===== src/rtl/count_mod_ud_pkg.sv =====
// Shared constants for the modulo up/down counter family: end-of-range
// mode encodings and the parameter legality check used at elaboration.
package count_mod_ud_pkg;

  localparam int COUNT_WRAP = 0;
  localparam int COUNT_SAT  = 1;

  typedef enum logic {
    MODE_WRAP = 1'b0,
    MODE_SAT  = 1'b1
  } count_mode_e;

  // A modulus is usable when it spans at least two values and its
  // top value MODULUS-1 still fits in the counter width.
  function automatic bit modulus_ok(input int width, input int modulus);
    return (width >= 1) && (width <= 16) &&
           (modulus >= 2) && (modulus <= (1 << width));
  endfunction

endpackage


===== src/rtl/count_mod_ud_next.sv =====
// Combinational next-value generator for the modulo counter: increment,
// decrement, wrap or saturate at the range end, and clamped parallel load.
module count_mod_next
  import count_mod_ud_pkg::*;
#(
  parameter int WIDTH    = 4,
  parameter int MODULUS  = 10,
  parameter int SATURATE = COUNT_WRAP
) (
  input  logic [WIDTH-1:0] q_i,
  input  logic [WIDTH-1:0] d_i,
  input  logic             ld_i,
  input  logic             up_i,
  output logic [WIDTH-1:0] nxt_o,
  output logic             at_term_o,
  output logic             ld_oor_o
);

  localparam logic [WIDTH-1:0] TOP_VAL = WIDTH'(MODULUS - 1);
  localparam bit               SAT_EN  = (SATURATE == COUNT_SAT);

  logic [WIDTH-1:0] inc_val;
  logic [WIDTH-1:0] dec_val;

  assign inc_val = q_i + WIDTH'(1);
  assign dec_val = q_i - WIDTH'(1);

  // Terminal value depends on direction: top of range going up, zero going down.
  assign at_term_o = up_i ? (q_i == TOP_VAL) : (q_i == '0);

  // Load values are compared against the full modulus in 32 bits so a
  // modulus of exactly 2^WIDTH never flags a load as out of range.
  assign ld_oor_o = (32'(d_i) >= MODULUS);

  // Select the value the counter takes on a counting or loading edge.
  always_comb begin
    nxt_o = q_i;
    if (ld_i) begin
      nxt_o = ld_oor_o ? TOP_VAL : d_i;
    end else if (up_i) begin
      if (at_term_o) begin
        nxt_o = SAT_EN ? q_i : '0;
      end else begin
        nxt_o = inc_val;
      end
    end else begin
      if (at_term_o) begin
        nxt_o = SAT_EN ? q_i : TOP_VAL;
      end else begin
        nxt_o = dec_val;
      end
    end
  end

endmodule


===== src/rtl/count_mod_ud.sv =====
// Modulo-N up/down counter with clock enable, clamped parallel load,
// cascadable terminal count, sticky overflow and a load-error pulse.
module count_mod_ud
  import count_mod_ud_pkg::*;
#(
  parameter int WIDTH    = 4,
  parameter int MODULUS  = 10,
  parameter int SATURATE = COUNT_WRAP
) (
  input  logic             clk,
  input  logic             rst,
  input  logic             ce,
  input  logic             ld,
  input  logic [WIDTH-1:0] d,
  input  logic             up,
  input  logic             clr_ovf,
  output logic [WIDTH-1:0] q,
  output logic             tc,
  output logic             ovf,
  output logic             ld_err
);

  if (!modulus_ok(WIDTH, MODULUS)) begin : g_bad_param
    $error("count_mod_ud: MODULUS=%0d illegal for WIDTH=%0d", MODULUS, WIDTH);
  end

  logic [WIDTH-1:0] cnt_q;
  logic [WIDTH-1:0] cnt_d;
  logic             ovf_q;
  logic             ovf_d;
  logic             lderr_q;
  logic             lderr_d;

  logic [WIDTH-1:0] nxt_val;
  logic             at_term;
  logic             ld_oor;

  count_mod_next #(
    .WIDTH    (WIDTH),
    .MODULUS  (MODULUS),
    .SATURATE (SATURATE)
  ) u_next (
    .q_i       (cnt_q),
    .d_i       (d),
    .ld_i      (ld),
    .up_i      (up),
    .nxt_o     (nxt_val),
    .at_term_o (at_term),
    .ld_oor_o  (ld_oor)
  );

  // Terminal count is only meaningful on a real counting cycle; it feeds
  // the next stage's ce, so it must drop during reset, hold and load.
  assign tc = ce & ~ld & ~rst & at_term;

  // Next state: hold when disabled; overflow set beats clear, and clear
  // works even while the counter is held.
  always_comb begin
    cnt_d   = ce ? nxt_val : cnt_q;
    lderr_d = ce & ld & ld_oor;
    ovf_d   = tc | (ovf_q & ~clr_ovf);
  end

  // State registers with synchronous reset overriding every other input.
  always_ff @(posedge clk) begin
    if (rst) begin
      cnt_q   <= '0;
      ovf_q   <= 1'b0;
      lderr_q <= 1'b0;
    end else begin
      cnt_q   <= cnt_d;
      ovf_q   <= ovf_d;
      lderr_q <= lderr_d;
    end
  end

  assign q      = cnt_q;
  assign ovf    = ovf_q;
  assign ld_err = lderr_q;

endmodule

===== config.mk =====
export PLATFORM = sky130hd
export DESIGN_NAME = count_mod_ud
export DESIGN_NICKNAME = d
export VERILOG_FILES = /design/src/rtl/count_mod_ud_pkg.sv /design/src/rtl/count_mod_ud_next.sv /design/src/rtl/count_mod_ud.sv
export SDC_FILE = /design/constraint.sdc
export NUM_CORES = 1
export LEC_CHECK = 0
export ABC_AREA = 0
export BUFFER_PORTS_ARGS = -buffer_cell sky130_fd_sc_hd__buf_2
export CAP_MARGIN = 20
export CORE_AREA = 5 5 43 45
export CTS_CLUSTER_DIAMETER = 100
export DETAILED_ROUTE_END_ITERATION = 6
export DIE_AREA = 0 0 48 50
export PLACE_DENSITY = 0.71
export SYNTH_ARGS = -nofsm -noshare
export SYNTH_HDL_FRONTEND = slang
export SYNTH_SLANG_ARGS = --single-unit

===== constraint.sdc =====
create_clock -name clk -period 4.4 [get_ports clk]
set_clock_uncertainty 0.1 [all_clocks]
set_input_delay 0.22 -clock clk [delete_from_list [all_inputs] [get_ports clk]]
set_output_delay 0.22 -clock clk [all_outputs]
set_load 0.02 [all_outputs]

==> impl_metrics.yaml <==
grt:
  grt_pass1_vias: 440
  gr-usage-all-layers_pct: 10.9
  gr-total-overflow: 0
  grt_pass1_wl_um: 1910
  antenna_found_initial: 0
  grt_max_degree: 15
critical_path:
  crit_family: "flip-flops"
  rr_worst_depth: 5
  crit_path_start_kind: "flop"
  rr_endpoint: "q[2]"
  r2r_start: "q[0]"
  cp_slowest_cell: "dfxtp_1"
  cp_max_fo: 9
  cp_slowest_stage_delay_ps: 450
  cp-startpoint: "q[0]"
  crit_arrival_ps: 1680
  critPathBufInv: 1
  crit_path_end_kind: "output port"
  r2r_slack_ps: 2690
  cp.required_ps: 4080
  criticalPathCategory: "flop to output port"
  crit_chain: "ha_1 -> nand3_1 -> a2111oi_4 -> buf_2"
clock_tree:
  ctsHoldBuffers: 0
  cts_resized: 0
  clockBufferDepth: 2
  clock_sinks: 6
  htreeDepth: 1
  post-cts-setup-buffers: 0
  cts_tree: "built"
  clk_latency_ps: 240
  clkTransAtPathRegs_ps: 40
  numCtsBuffers: 3
  cts_root_buffer: "clkbuf_4"
floorplanning:
  die-height_um: 50
  core_um2: 1440
  rows: 14
  start_util_pct: 37.6
  num_io_pins: 17
  dieWidth_um: 48
  dieArea_um2: 2400
synthesis:
  synth_cells: 66
  synth-seq-cells: 6
  synth_cell_type_count: 32
  netlist_area_um2: 541
  synth_nets: 79
  ys_seq_area_share_pct: 22.2
  yosysWarnings: 0
  syn_area_per_cell_um2: 8.19
route:
  drt-pass1-iter-count: 4
  initialDrtViolationCount: 7
  drt_wl_total_um: 1250
  drc: 0
  num_vias: 531
  wl_per_cell_um: 13.1
  viasPerCell: 5.53
  ant_nets: 0
power_and_ir_drop:
  power.switching_w: 0.0000524
  power_frac_seq_pct: 39.9
  switching_share_pct: 31.9
  powerDensity_nw_per_um2: 260
  irDropWorstVdd_uv: 162
  p_leak_nw: 0.275
  p_total_w: 0.000164
  combPwrFrac_pct: 31.2
  p_clk_share_pct: 28.8
  p_int_w: 0.000112
place:
  post-place-cells: 93
  io_buffers: 16
  gp_congestion: 0.773
  hpwl_um: 994
cells_and_area:
  seq_area_um2: 120
  final_common_cell: "buf_2"
  finish.utilization_pct: 44.1
  final_cell_mix: "16 x buf_2, 7 x nor2_1, 6 x dfxtp_1"
  drive_above_1_share_pct: 31.3
  multi_input_area_um2: 379
  fin_cells: 96
  nNetsFinal: 95
  areaGrowthSynthToFinish_pct: 17.1
  fillers: 147
  antennaDiodeCount: 0
run:
  drv_cap: 0
worst_hold_path:
  whs_endpoint: "ld_err"
  whs_path_depth: 3
  min_path_type: "input pin to flop"
  hp-start: "d[2]"
timing:
  tightestPinTransition_ps: 436
  fin_crit_sh_pct: 45.6
  slew_headroom_pct: 70.9
  final_max_slew_viol_count: 0
  period_needed_ps: 2000
  fin_setup_tns_ps: 0
  setup_viol: 0
  grt_setup_unrepaired: "false"
  fmax_mhz: 499
  final_hold_viol_count: 0
run_status:
  outcome: "finished clean"
==> power groups by stage <==
stage / Clock [W] / Sequential (W) / Combinational (W)
floorplan: 0 / 0.0000671 / 0.0000369
global placement: 0 / 0.0000662 / 0.0000511
detailed placement: 0 / 0.0000667 / 0.0000516
CTS: 0.0000491 / 0.0000658 / 0.0000518
global route: 0.0000548 / 0.0000666 / 0.0000571
finish: 0.0000474 / 0.0000657 / 0.0000514
==> through the flow <==
stage / instance area, um2 / setup slack [ps] / hold WS [ps]
after floorplan: 541 / 2660 / 189
after global placement: 611 / 2700 / 424
after detailed placement: 611 / 2640 / 428
after CTS: 633 / 2380 / 180
after global routing: 633 / 2260 / 175
final: 633 / 2400 / 174
==> how the worst max path moves through the flow <==
stage / endpoint / cells after the start / slack, ps
2_1_floorplan: ovf / 4 / 2660
3_3_place_gp: tc / 5 / 2700
3_5_place_dp: tc / 4 / 2640
4_1_cts: tc / 4 / 2380
5_1_grt: tc / 4 / 2260
6_report: tc / 4 / 2400
==> tightest hold or removal path, stage by stage <==
cell and delay [ps]:
buf_2 90, nor2_1 40, nor2_1 120
==> cell families (layout without fill, tap and decap cells) <==
| group | after synthesis | in the layout | share of synthesized area (%) |
|---|---|---|---|
| and+or+nand+nor | 30 | 30 | 31.2 |
| buffers and inverters | 8 | 22 | 7.64 |
| adders and majority gates | 3 | 3 | 6.95 |
| AOI/OAI and AO/OA | 16 | 16 | 25.2 |
| DFF | 6 | 6 | 22.2 |
| muxes | 3 | 3 | 6.71 |
==> layout make-up <==
| class | count | area share [%] |
|---|---|---|
| clock buffers | 3 | 3.56 |
| inverters | 3 | 1.78 |
| multi-input cells | 52 | 59.9 |
| flip-flops and latches | 6 | 19.0 |
| well taps | 16 | 3.16 |
| repair buffers | 16 | 12.6 |
==> cells in the mapped netlist (all sizes together) <==
| cell type | number | area (um2) |
|---|---|---|
| a2111oi | 1 | 27.5 |
| a211oi | 1 | 7.51 |
| a21oi | 2 | 10.0 |
| a221o | 1 | 10.0 |
| a221oi | 1 | 15.0 |
| a311o | 1 | 10.0 |
| a31oi | 3 | 18.8 |
| buf | 3 | 21.3 |
| clkbuf | 2 | 8.75 |
| dfxtp | 6 | 120 |
| ha | 3 | 37.5 |
| inv | 3 | 11.3 |
| mux2 | 2 | 26.3 |
| mux2i | 1 | 10.0 |
| nand2 | 5 | 18.8 |
| nand2b | 5 | 38.8 |
| nand3 | 3 | 15.0 |
| nand3b | 2 | 15.0 |
| nand4b | 2 | 17.5 |
| nor2 | 7 | 26.3 |
| nor2b | 3 | 18.8 |
| nor3 | 1 | 5.00 |
| nor3b | 1 | 7.51 |
| o21a | 1 | 7.51 |
| o21ai | 3 | 15.0 |
| o22ai | 1 | 6.26 |
| o32ai | 1 | 8.76 |
| or2 | 1 | 6.26 |
==> layer usage <==
metal  wire [um]  GRT usage [%]
met1         578           14.8
met2         595           15.9
met3          79           6.55
met4           0              0
met5           0              0
==> flip-flops by register name, indices dropped and copies added (netlist names) <==
signal / cells
q: 4
ovf: 1
ld_err: 1
(Power assumes the default switching activity.)
